<file path="src/rtl/encode_imm_inst.sv">
// OP-IMM instruction encoder: turns an ALU control code plus register/immediate fields into a
// RV32I I-type word, buffered through a 2-entry in-order result FIFO with transfer counters.

`ifndef ADDI
`define ADDI 5'd0
`endif
`ifndef SLLI
`define SLLI 5'd1
`endif
`ifndef SLTI
`define SLTI 5'd2
`endif
`ifndef SLTIU
`define SLTIU 5'd3
`endif
`ifndef XORI
`define XORI 5'd4
`endif
`ifndef SRLI
`define SRLI 5'd5
`endif
`ifndef SRAI
`define SRAI 5'd6
`endif
`ifndef ORI
`define ORI 5'd7
`endif
`ifndef ANDI
`define ANDI 5'd8
`endif

module encode_imm_inst (
  input  logic        clk,
  input  logic        rst_n,
  input  logic        in_valid,
  output logic        in_ready,
  input  logic [4:0]  alu_control,
  input  logic [4:0]  rs1,
  input  logic [4:0]  rd,
  input  logic [11:0] imm,
  output logic        out_valid,
  input  logic        out_ready,
  output logic [31:0] instr,
  output logic        out_err,
  output logic [15:0] enc_count,
  output logic [7:0]  err_count
);

  localparam logic [6:0]  OpImm = 7'b0010011;
  localparam logic [31:0] Nop   = 32'h0000_0013;

  // Encoder
  logic [2:0]  funct3;
  logic [11:0] imm_field;
  logic        enc_err;
  logic [31:0] enc_instr;

  always_comb begin
    funct3    = 3'd0;
    imm_field = imm;
    enc_err   = 1'b0;
    case (alu_control)
      `ADDI:  funct3 = 3'd0;
      `SLTI:  funct3 = 3'd2;
      `SLTIU: funct3 = 3'd3;
      `XORI:  funct3 = 3'd4;
      `ORI:   funct3 = 3'd6;
      `ANDI:  funct3 = 3'd7;
      `SLLI: begin
        funct3    = 3'd1;
        imm_field = {7'h00, imm[4:0]};
        enc_err   = |imm[11:5];
      end
      `SRLI: begin
        funct3    = 3'd5;
        imm_field = {7'h00, imm[4:0]};
        enc_err   = |imm[11:5];
      end
      `SRAI: begin
        funct3    = 3'd5;
        imm_field = {7'h20, imm[4:0]};
        enc_err   = |imm[11:5];
      end
      default: enc_err = 1'b1;
    endcase
    enc_instr = enc_err ? Nop : {imm_field, rs1, funct3, rd, OpImm};
  end

  // Result FIFO: head is the output register itself, so it holds its last value when empty.
  logic [1:0]  count_q, count_d;
  logic        in_ready_q;
  logic [31:0] head_instr_q, head_instr_d;
  logic        head_err_q, head_err_d;
  logic [31:0] tail_instr_q, tail_instr_d;
  logic        tail_err_q, tail_err_d;
  logic [15:0] enc_count_q, enc_count_d;
  logic [7:0]  err_count_q, err_count_d;
  logic        push, pop;

  assign push = in_valid && in_ready_q;
  assign pop  = (count_q != 2'd0) && out_ready;

  always_comb begin
    count_d      = count_q;
    head_instr_d = head_instr_q;
    head_err_d   = head_err_q;
    tail_instr_d = tail_instr_q;
    tail_err_d   = tail_err_q;
    case ({push, pop})
      2'b10: begin
        count_d = count_q + 2'd1;
        if (count_q == 2'd0) begin
          head_instr_d = enc_instr;
          head_err_d   = enc_err;
        end else begin
          tail_instr_d = enc_instr;
          tail_err_d   = enc_err;
        end
      end
      2'b01: begin
        count_d = count_q - 2'd1;
        if (count_q == 2'd2) begin
          head_instr_d = tail_instr_q;
          head_err_d   = tail_err_q;
        end
      end
      2'b11: begin
        if (count_q == 2'd1) begin
          head_instr_d = enc_instr;
          head_err_d   = enc_err;
        end else begin
          head_instr_d = tail_instr_q;
          head_err_d   = tail_err_q;
          tail_instr_d = enc_instr;
          tail_err_d   = enc_err;
        end
      end
      default: ;
    endcase
  end

  always_comb begin
    enc_count_d = enc_count_q;
    err_count_d = err_count_q;
    if (pop) begin
      enc_count_d = enc_count_q + 16'd1;
      if (head_err_q && (err_count_q != 8'hFF)) begin
        err_count_d = err_count_q + 8'd1;
      end
    end
  end

  always_ff @(posedge clk or negedge rst_n) begin
    if (!rst_n) begin
      count_q      <= 2'd0;
      in_ready_q   <= 1'b0;
      head_instr_q <= 32'h0;
      head_err_q   <= 1'b0;
      tail_instr_q <= 32'h0;
      tail_err_q   <= 1'b0;
      enc_count_q  <= 16'h0;
      err_count_q  <= 8'h0;
    end else begin
      count_q      <= count_d;
      in_ready_q   <= (count_d < 2'd2);
      head_instr_q <= head_instr_d;
      head_err_q   <= head_err_d;
      tail_instr_q <= tail_instr_d;
      tail_err_q   <= tail_err_d;
      enc_count_q  <= enc_count_d;
      err_count_q  <= err_count_d;
    end
  end

  assign in_ready  = in_ready_q;
  assign out_valid = (count_q != 2'd0);
  assign instr     = head_instr_q;
  assign out_err   = head_err_q;
  assign enc_count = enc_count_q;
  assign err_count = err_count_q;

endmodule

</file>
<file path="config.mk">
export PLATFORM = sky130hd
export DESIGN_NAME = encode_imm_inst
export DESIGN_NICKNAME = d
export VERILOG_FILES = /design/src/rtl/encode_imm_inst.sv
export SDC_FILE = /design/constraint.sdc
export NUM_CORES = 1
export LEC_CHECK = 0
export ABC_AREA = 1
export CELL_PAD_IN_SITES_DETAIL_PLACEMENT = 0
export CELL_PAD_IN_SITES_GLOBAL_PLACEMENT = 1
export CORE_MARGIN = 2
export CORE_UTILIZATION = 39
export DETAILED_ROUTE_END_ITERATION = 10
export PLACE_DENSITY_LB_ADDON = 0.1
export SLEW_MARGIN = 20
export SYNTH_ARGS = -nofsm -noshare
export SYNTH_HDL_FRONTEND = slang
export SYNTH_SLANG_ARGS = --single-unit
</file>
<file path="constraint.sdc">
create_clock -name clk -period 2.8 [get_ports clk]
set_input_delay 0.56 -clock clk [delete_from_list [all_inputs] [get_ports clk]]
set_output_delay 0.56 -clock clk [all_outputs]
set_load 0.02 [all_outputs]
</file>
* Yosys cells after proc, flatten, opt, wreduce, memory -nomap -nowiden *
Cells that the tools add are included.

word-level totals
  bits in registers = 93
  bits in latches = 0
  RAM bits = 0
  ROM bits = 0
  input port bits = 31
  memories = 0

operators by class
  add/subtract/negate cells = 4
  multiply operators = 0
  divide/modulo/power cells = 0
  order comparisons = 1
  equal/unequal tests = 18
  shifts and indexed selects = 0
  muxes and demuxes = 19
  bitwise operators = 0
  reductions and logical operators = 16

operators with widths
  cell                     count
  $mux W32                 6
  $pmux W32 S3             1
  $pmux W32 S2             1
  $pmux W12 S2             1
  $pmux W3 S7              1
  $eq A5 B3 Y1 const B     4
  $add A16 B1 Y16 const B  1
  $eq A5 B2 Y1 const B     2
  $add A8 B1 Y8 const B    1
  $ne A2 B2 Y1 const B     4
  $ne A8 B8 Y1 const B     1
  $reduce_or A7 Y1         1
  $eq A2 B2 Y1 const B     3
  $reduce_and A3 Y1        2
  $reduce_or A6 Y1         1
  $eq A5 B1 Y1 const B     1
  $eq A5 B4 Y1 const B     1
  $logic_not A5 Y1         1
  $mux W1                  5
  $eq A2 B1 Y1 const B     2
  $pmux W1 S2              2
  $pmux W2 S2              1
  $reduce_bool A2 Y1       2
  $reduce_or A2 Y1         2
  9 further kinds          11

* Longest topological paths before layout *
Gate-level depths: netlist of the first run.

  depth in word-level cells = 6
  depth in mapped cells = 12
  mapped depth without buffers = 11

* Least setup slack after synthesis of the first run *
No wires, ideal clock.

  path type = reg-to-reg
  start = reg count_q[0]
  end = reg head_instr_q[24], in the netlist instr[24]
  arrival = 1957 ps
  slack = 721 ps
  cell stages (with the launch flop) = 11
  buffers on the path = 1
  clock period less this slack = 2079 ps
  cells stage by stage = dfrtp_1 -> inv_1 -> ha_1 -> nor2_4 -> ha_1 -> inv_1 -> o21ai_1 -> a21oi_4 -> buf_4 -> or2_1 -> a21boi_1

between the ends
  cells in the longest elaborated chain, start to end = 5

ends and longest elaborated chain
  element                                                              RTL line  text
  from (decl)                                                          90        logic [1:0] count_q, count_d;
  from (signal assigned)                                               164       count_q <= count_d;
  $reduce_bool A2 Y1 *                                                 101       assign pop = (count_q != 2'd0) && out_ready;
  $logic_and A1 B1 Y1 *                                                101
  net pop                                                              98        logic push, pop;
  $eq A2 B1 Y1 / $eq A2 B2 Y1 (equally long branches)                  109       case ({push, pop})
  $ne A2 B2 Y1 (no line) / $reduce_bool A3 Y1 (equally long branches)  n/a
  $reduce_and A3 Y1 (no line)                                          n/a
  to (signal assigned)                                                 166       head_instr_q <= head_instr_d;
  to (decl)                                                            92        logic [31:0] head_instr_q, head_instr_d;

Mark *: on every way through the listed nets, which the timed path passes. The rest lies on a longest branch.
A chain may end at the register's enable or synchronous reset.

* Worst setup path in the final report of the first run *
  start = reg count_q[0]
  end = out out_valid

between the ends
  cells in the longest elaborated chain, start to end = 1

ends and longest elaborated chain
  element             RTL line  text
  $reduce_bool A2 Y1  176       assign out_valid = (count_q != 2'd0);
  to (decl)           41        output logic out_valid,

No other way between the ends.

==> flow_summary_export.csv, run 1 <==
group,metric,value,unit
outcome,outcome,"finished clean",
floorplan,die_h,110,um
timing,worst_slew_pin_slew,611,ps
floorplan,start_util,40.1,%
cts,cts_tree,"done",
cts,cts_hold_buffers,0,
power,ir_drop,0.450,mV
routing,vias,3533,
yosys,synth.area.mux_share,0,%
routing,first_pass_iters,4,
layout,finish.net_count,618,
timing,hold_slack,209,ps
layout,mostFrequentLayoutCell,"clkdlybuf4s50_1",
cts,clk_path_buf_depth,2,
power,powerDensity,1040,mW/mm^2
timing,setup_viol,0,
yosys,synth_fa_ha_area_share,2.30,%
yosys,synth_cell_types,40,
yosys,synth_warnings,0,
yosys,synth_area_per_cell,8.79,sq um
routing,vias_per_cell,4.88,
global_route,grt_pass1_vias,3465,
hold_path,min_path_type,"primary input to asynchronous set/reset pin",
critical_path,crit_required,2240,ps
layout,most-common-layout-cells,"clkdlybuf4s50_1 (84), dfrtp_1 (81), inv_1 (71), nand2_1 (49), o21ai_0 (48)",
place,io_buffers,85,
critical_path,crit_arrival,1750,ps
yosys,synth_area,0.00435,sq mm
floorplan,rows,38,
yosys,ys_seq_area_share,46.6,%
place,gp_congestion,0.809,
timing,hold_viol_final,0,
floorplan,die_area,0.0120,sq mm
routing,drcViolationCount,0,
layout,layout-drive-gt1-share,10.6,%
timing,period_share,82.4,%
power,p_leak,2.57,nW
cts,cts-root-buf,"clkbuf_8",
cts,postCtsResizedCells,0,
yosys,synthSimpleGateAreaFrac,21.5,%
yosys,synth_area_leaders,"dfrtp_1 (47%), inv_1 (6.1%), o21ai_0 (5.5%), nand3_1 (5.4%), nand2_1 (4.2%)",
timing,max_freq,433,MHz
global_route,grt_max_degree,46,
layout,fill_cells,1048,
global_route,grt_pass1_wl,16.4,mm
cts,postCtsSetupBuffers,0,
critical_path,cp-start-kind,"register",
timing,setup_ws,492,ps
yosys,synth-xor-area-share,3.83,%
routing,wl_per_cell,13.6,um
cts,worst_skew_pair.late_latency,350,ps
timing,finalClockSkew,14.1,ps
yosys,synth_top_family_by_area,"simple AND/OR/NAND/NOR gates",
routing,routed_wirelength,9.83,mm
yosys,ys_ff_latch,81,
timing,grt_setup_unrepaired,"no",
global_route,grt_use_total,17.4,%
critical_path,cp_max_fo,4,
yosys,syn_inst,495,
critical_path,path_class,"register to output port",
yosys,synth_compound_area_share,13.7,%
timing,slew_violations,0,
routing,antenna_left,0,
global_route,overflow,0,
yosys,yosysTopAreaCell,"dfrtp_1",
cts,cts_buffers,9,
floorplan,design.core.area,0.0108,sq mm
place,preCtsSetupSlack,84.0,ps
flow_run,cap_viol_max_count,0,
layout,antenna_cells,0,
routing,drt_iter0_markers,89,
timing,fin_tns_setup,0,ps
place,place_hpwl,6.76,mm
cts,clk_pin_slew_worst_paths,80,ps
global_route,antenna_found_initial,0,
timing,min_period,2310,ps
timing,slew_headroom,59.2,%
floorplan,die_w,110,um
cts,cts_sinks,81,
cts,htreeDepth,3,
critical_path,endpoint_kind,"output port",
yosys,yosys.area.top_type_share,46.6,%
layout,area_delta_synth_final,28.3,%
floorplan,ios,90,
## cells by family (layout without fill, tap and decap cells)
| group | after synthesis | in the layout |
|---|---|---|
| fa+ha+maj | 8 | 8 |
| xor+xnor | 19 | 19 |
| flops | 81 | 81 |
| compound gates | 87 | 87 |
| simple gates | 182 | 182 |
| other cells | 1 | 4 |
| buf+inv | 117 | 203 |
## synth_stat cells, drive strengths merged
cell type and count:
xor2 12, clkinv 15, nor4 1, a21boi 17, inv 76, nand4 25
conb 1, a21oi 3, nand3b 2, clkbuf 3, a22oi 1, buf 23
o21a 1, nor2 25, ha 8, a2bb2oi 9, nor3 5, nand2 58
or2 19, nand3 47, xnor2 7, o21ai 54, o211ai 2, dfrtp 81
## layout make-up
| class | count | area (sq um) | area share (%) |
|---|---|---|---|
| clock inverter | 4 | 76.3 | 1.37 |
| tap | 140 | 175 | 3.14 |
| clock buffer | 12 | 145 | 2.60 |
| inverter | 91 | 342 | 6.12 |
| timing repair buffer | 96 | 993 | 17.8 |
| sequential | 81 | 2030 | 36.3 |
| multi-input combinational | 300 | 1820 | 32.7 |
## stage by stage
step	util [%]	power, mW	instances	cell area (sq um)
finish	51.5	5.81	724	5580
CTS	51.5	5.89	724	5580
floorplan	-	3.79	498	4360
global route	51.5	6.26	724	5580
detailed placement	49.4	4.90	708	5360
global placement	49.4	4.86	708	5360
## per-layer routing
metal / vias up / global-route usage [%] / wire length [um]
li1: 1753 / - / -
met1: 1690 / 24.0 / 4780
met2: 75 / 27.5 / 4500
met3: 15 / 2.90 / 380
met4: 0 / 6.69 / 167
met5: - / 0 / 0
## worst max-delay path: stages, from the launching register on
cell and delay, ps:
dfrtp_1 360, inv_1 80, ha_1 250, inv_2 110
clkdlybuf4s50_1 610
## worst paths after layout
kind | start | to | slack (ps) | cells after the start
max in group asynchronous | rst_n | tail_instr_q[24]$_DFFE_PN0P_ | 1980 | 2
hold / removal | rst_n | err_count[1]$_DFFE_PN0P_ | 210 | 1
setup reg to reg | count_q[0]$_DFFE_PN0N_ | instr[17]$_DFFE_PN0P_ | 590 | 11
hold reg to reg | enc_count[15]$_DFFE_PN0P_ | enc_count[15]$_DFFE_PN0P_ | 480 | 1
min in group clk | enc_count[15]$_DFFE_PN0P_ | enc_count[15]$_DFFE_PN0P_ | 480 | 1
setup / recovery | count_q[0]$_DFFE_PN0N_ | out_valid | 490 | 4
## power by group
part           switching [mW]  internal, mW
Sequential              0.295          1.67
Combinational            1.53          1.35
Clock                   0.433         0.530
Total                    2.26          3.55
## flip-flops by register name, indices dropped and copies added, names as in the netlist
name	flops
tail_instr_q	26
enc_count	16
count_q	2
out_err	1
err_count	8
instr	26
tail_err_q	1
in_ready	1
(Power assumes the default switching activity.)
==> run 2, diff against run 1 <==
--- a/config.mk
+++ b/config.mk
@@ -9,7 +9,7 @@
 export CELL_PAD_IN_SITES_DETAIL_PLACEMENT = 0
 export CELL_PAD_IN_SITES_GLOBAL_PLACEMENT = 1
 export CORE_MARGIN = 2
-export CORE_UTILIZATION = 39
+export CORE_UTILIZATION = 35
 export DETAILED_ROUTE_END_ITERATION = 10
 export PLACE_DENSITY_LB_ADDON = 0.1
 export SLEW_MARGIN = 20
==> constraint.sdc (replaced) <==
create_clock -name clk -period 1.9 [get_ports clk]
set_input_delay 0.38 -clock clk [delete_from_list [all_inputs] [get_ports clk]]
set_output_delay 0.38 -clock clk [all_outputs]
set_load 0.02 [all_outputs]
==> run 2 against run 1 <==
  * The run now ends with negative setup slack left
  * Sequential power up 48%
  * First-iteration DRC count up 110%
  * Combinational power grew 93%
  * Largest power group unchanged
==> flow_summary_export.csv, run 2 (synthesis gave the netlist of run 1 again) <==
group,metric,value,unit
critical_path,path_class,"primary input to register",
critical_path,cp_max_fo,5,
routing,antenna_left,0,
layout,final_util,53.7,%
timing,min_period,1940,ps
timing,hold_viol_final,0,
layout,most-common-layout-cells,"clkdlybuf4s50_1 (83), dfrtp_1 (81), inv_1 (64), buf_4 (49), nand2_1 (44)",
timing,grt_setup_unrepaired,"yes",
critical_path,rrSetupSlack,-30,ps
place,io_buffers,85,
timing,fin_tns_setup,-229,ps
cts,cts_sinks,81,
critical_path,reg2reg_depth,11,
critical_path,rr_endpoint,"instr[23]$_DFFE_PN0P_",
layout,mostFrequentLayoutCell,"clkdlybuf4s50_1",
timing,hold_slack,489,ps
layout,area_delta_synth_final,49.1,%
outcome,outcome,"complete, but fails checks",
routing,vias,3780,
place,gp_congestion,0.795,
power,p_leak,2.98,nW
routing,routed_wirelength,11.7,mm
critical_path,endpoint_kind,"register",
cts,cts-root-buf,"clkbuf_16",
timing,slew_violations,0,
critical_path,crit_arrival,2170,ps
global_route,grt_use_total,17.1,%
timing,finalClockSkew,5.46,ps
flow_run,cap_viol_max_count,0,
timing,setup_viol,14,
global_route,antenna_found_initial,0,
cts,cts_buffers,9,
routing,wl_per_cell,14.5,um
floorplan,rows,40,
routing,drt_iter0_markers,186,
timing,max_freq,515,MHz
layout,antenna_cells,0,
place,place_hpwl,7.54,mm
critical_path,rr_startpoint,"count_q[1]$_DFF_PN0_",
cts,clk_path_buf_depth,2,
critical_path,cp-start-kind,"primary input",
layout,layout-drive-gt1-share,25.9,%
place,dp_cells,773,
global_route,overflow,0,
layout,finalNonFillerCells,808,
place,preCtsSetupSlack,-422,ps
cts,htreeDepth,3,
global_route,grt_pass1_wl,17.8,mm
cts,clk_pin_slew_worst_paths,60,ps
critical_path,crit_required,2130,ps
global_route,grt_max_degree,40,
timing,period_share,102,%
routing,first_pass_iters,4,
floorplan,design.core.area,0.0121,sq mm
routing,drcViolationCount,0,
floorplan,die_area,0.0133,sq mm
floorplan,die_h,115,um
power,ir_drop,0.652,mV
timing,setup_ws,-42.0,ps
hold_path,min_path_type,"primary input to asynchronous set/reset pin",
power,powerDensity,1600,mW/mm^2
floorplan,ios,90,
floorplan,die_w,115,um
layout,finish.net_count,674,
outcome,violations,"negative setup slack",
cts,cts_tree,"done",
floorplan,start_util,36.1,%
global_route,grt_pass1_vias,3724,
routing,vias_per_cell,4.68,
cts,worst_skew_pair.late_latency,340,ps
run 2: cell types whose count changed in the layout (fill, tap and decap cells not counted), sizes merged:
| cell | before | now |
|---|---|---|
| clkbuf | 12 | 17 |
| clkdlybuf4s50 | 84 | 83 |
| buf | 12 | 64 |
| clkinv | 16 | 9 |
| inv | 76 | 82 |
| clkinvlp | 1 | 0 |
| dlygate4sd3 | 0 | 1 |
| dlygate4sd2 | 0 | 1 |
run 2: what timing repair did:
action	4_1_cts	5_1_grt
pin swaps	3	8
gates cloned	0	7
gates resized for setup	9	73
endpoints found under the setup margin	28	58
hold endpoints to repair	20	0
hold buffers	1	0
setup buffers	3	8
run 2: stage by stage:
stage / area (sq um) / power, mW
CTS: 6120 / 9.70
floorplan: 4480 / 5.84
global route: 6480 / 11.1
detailed placement: 5740 / 7.64
finish: 6480 / 10.4
global placement: 5740 / 7.58
run 2: where the power goes:
group / total [mW] / leakage [nW] / switching (mW) / internal, mW
clock: 1.93 / 0.157 / 0.705 / 1.23
sequential: 2.91 / 1.01 / 0.442 / 2.46
combinational: 5.57 / 1.82 / 2.78 / 2.79
run 2: final cells by class:
type	count	area, sq um
clock buffer	14	264
clock inverter	2	60.1
fill	1118	5580
inverter	91	357
multi-input combinational	300	2030
sequential	81	2030
tap	168	210
timing repair buffer	152	1530
run 2: worst max-delay path, stage by stage:
cell             delay (ps)
clkdlybuf4s50_1         500
inv_2                    50
nor2_4                  190
ha_4                    190
inv_6                    50
o21ai_4                 140
a21oi_4                  70
buf_6                   140
clkbuf_16               150
or2_1                   190
a21boi_1                120
run 2: metal layers:
| metal | up-vias | track usage [%] | wire length [um] |
|---|---|---|---|
| li1 | 1872 | - | - |
| met1 | 1821 | 22.9 | 5600 |
| met2 | 76 | 27.4 | 5480 |
| met3 | 11 | 3.87 | 453 |
| met4 | 0 | 5.70 | 143 |
| met5 | - | 0 | 0 |
run 2: worst max path at each step:
stage | startpoint | end | slack (ps) | cells past startpoint
final | out_ready | instr[23]$_DFFE_PN0P_ | -40 | 11
after global routing | count_q[1]$_DFF_PN0_ | tail_instr_q[13]$_DFFE_PN0P_ | -110 | 12
after CTS | count_q[1]$_DFF_PN0_ | instr[8]$_DFFE_PN0P_ | -20 | 10
after detailed placement | out_ready | instr[17]$_DFFE_PN0P_ | -420 | 12
after global placement | out_ready | instr[8]$_DFFE_PN0P_ | -340 | 10
after floorplan | count_q[1]$_DFF_PN0_ | tail_instr_q[13]$_DFFE_PN0P_ | -20 | 10
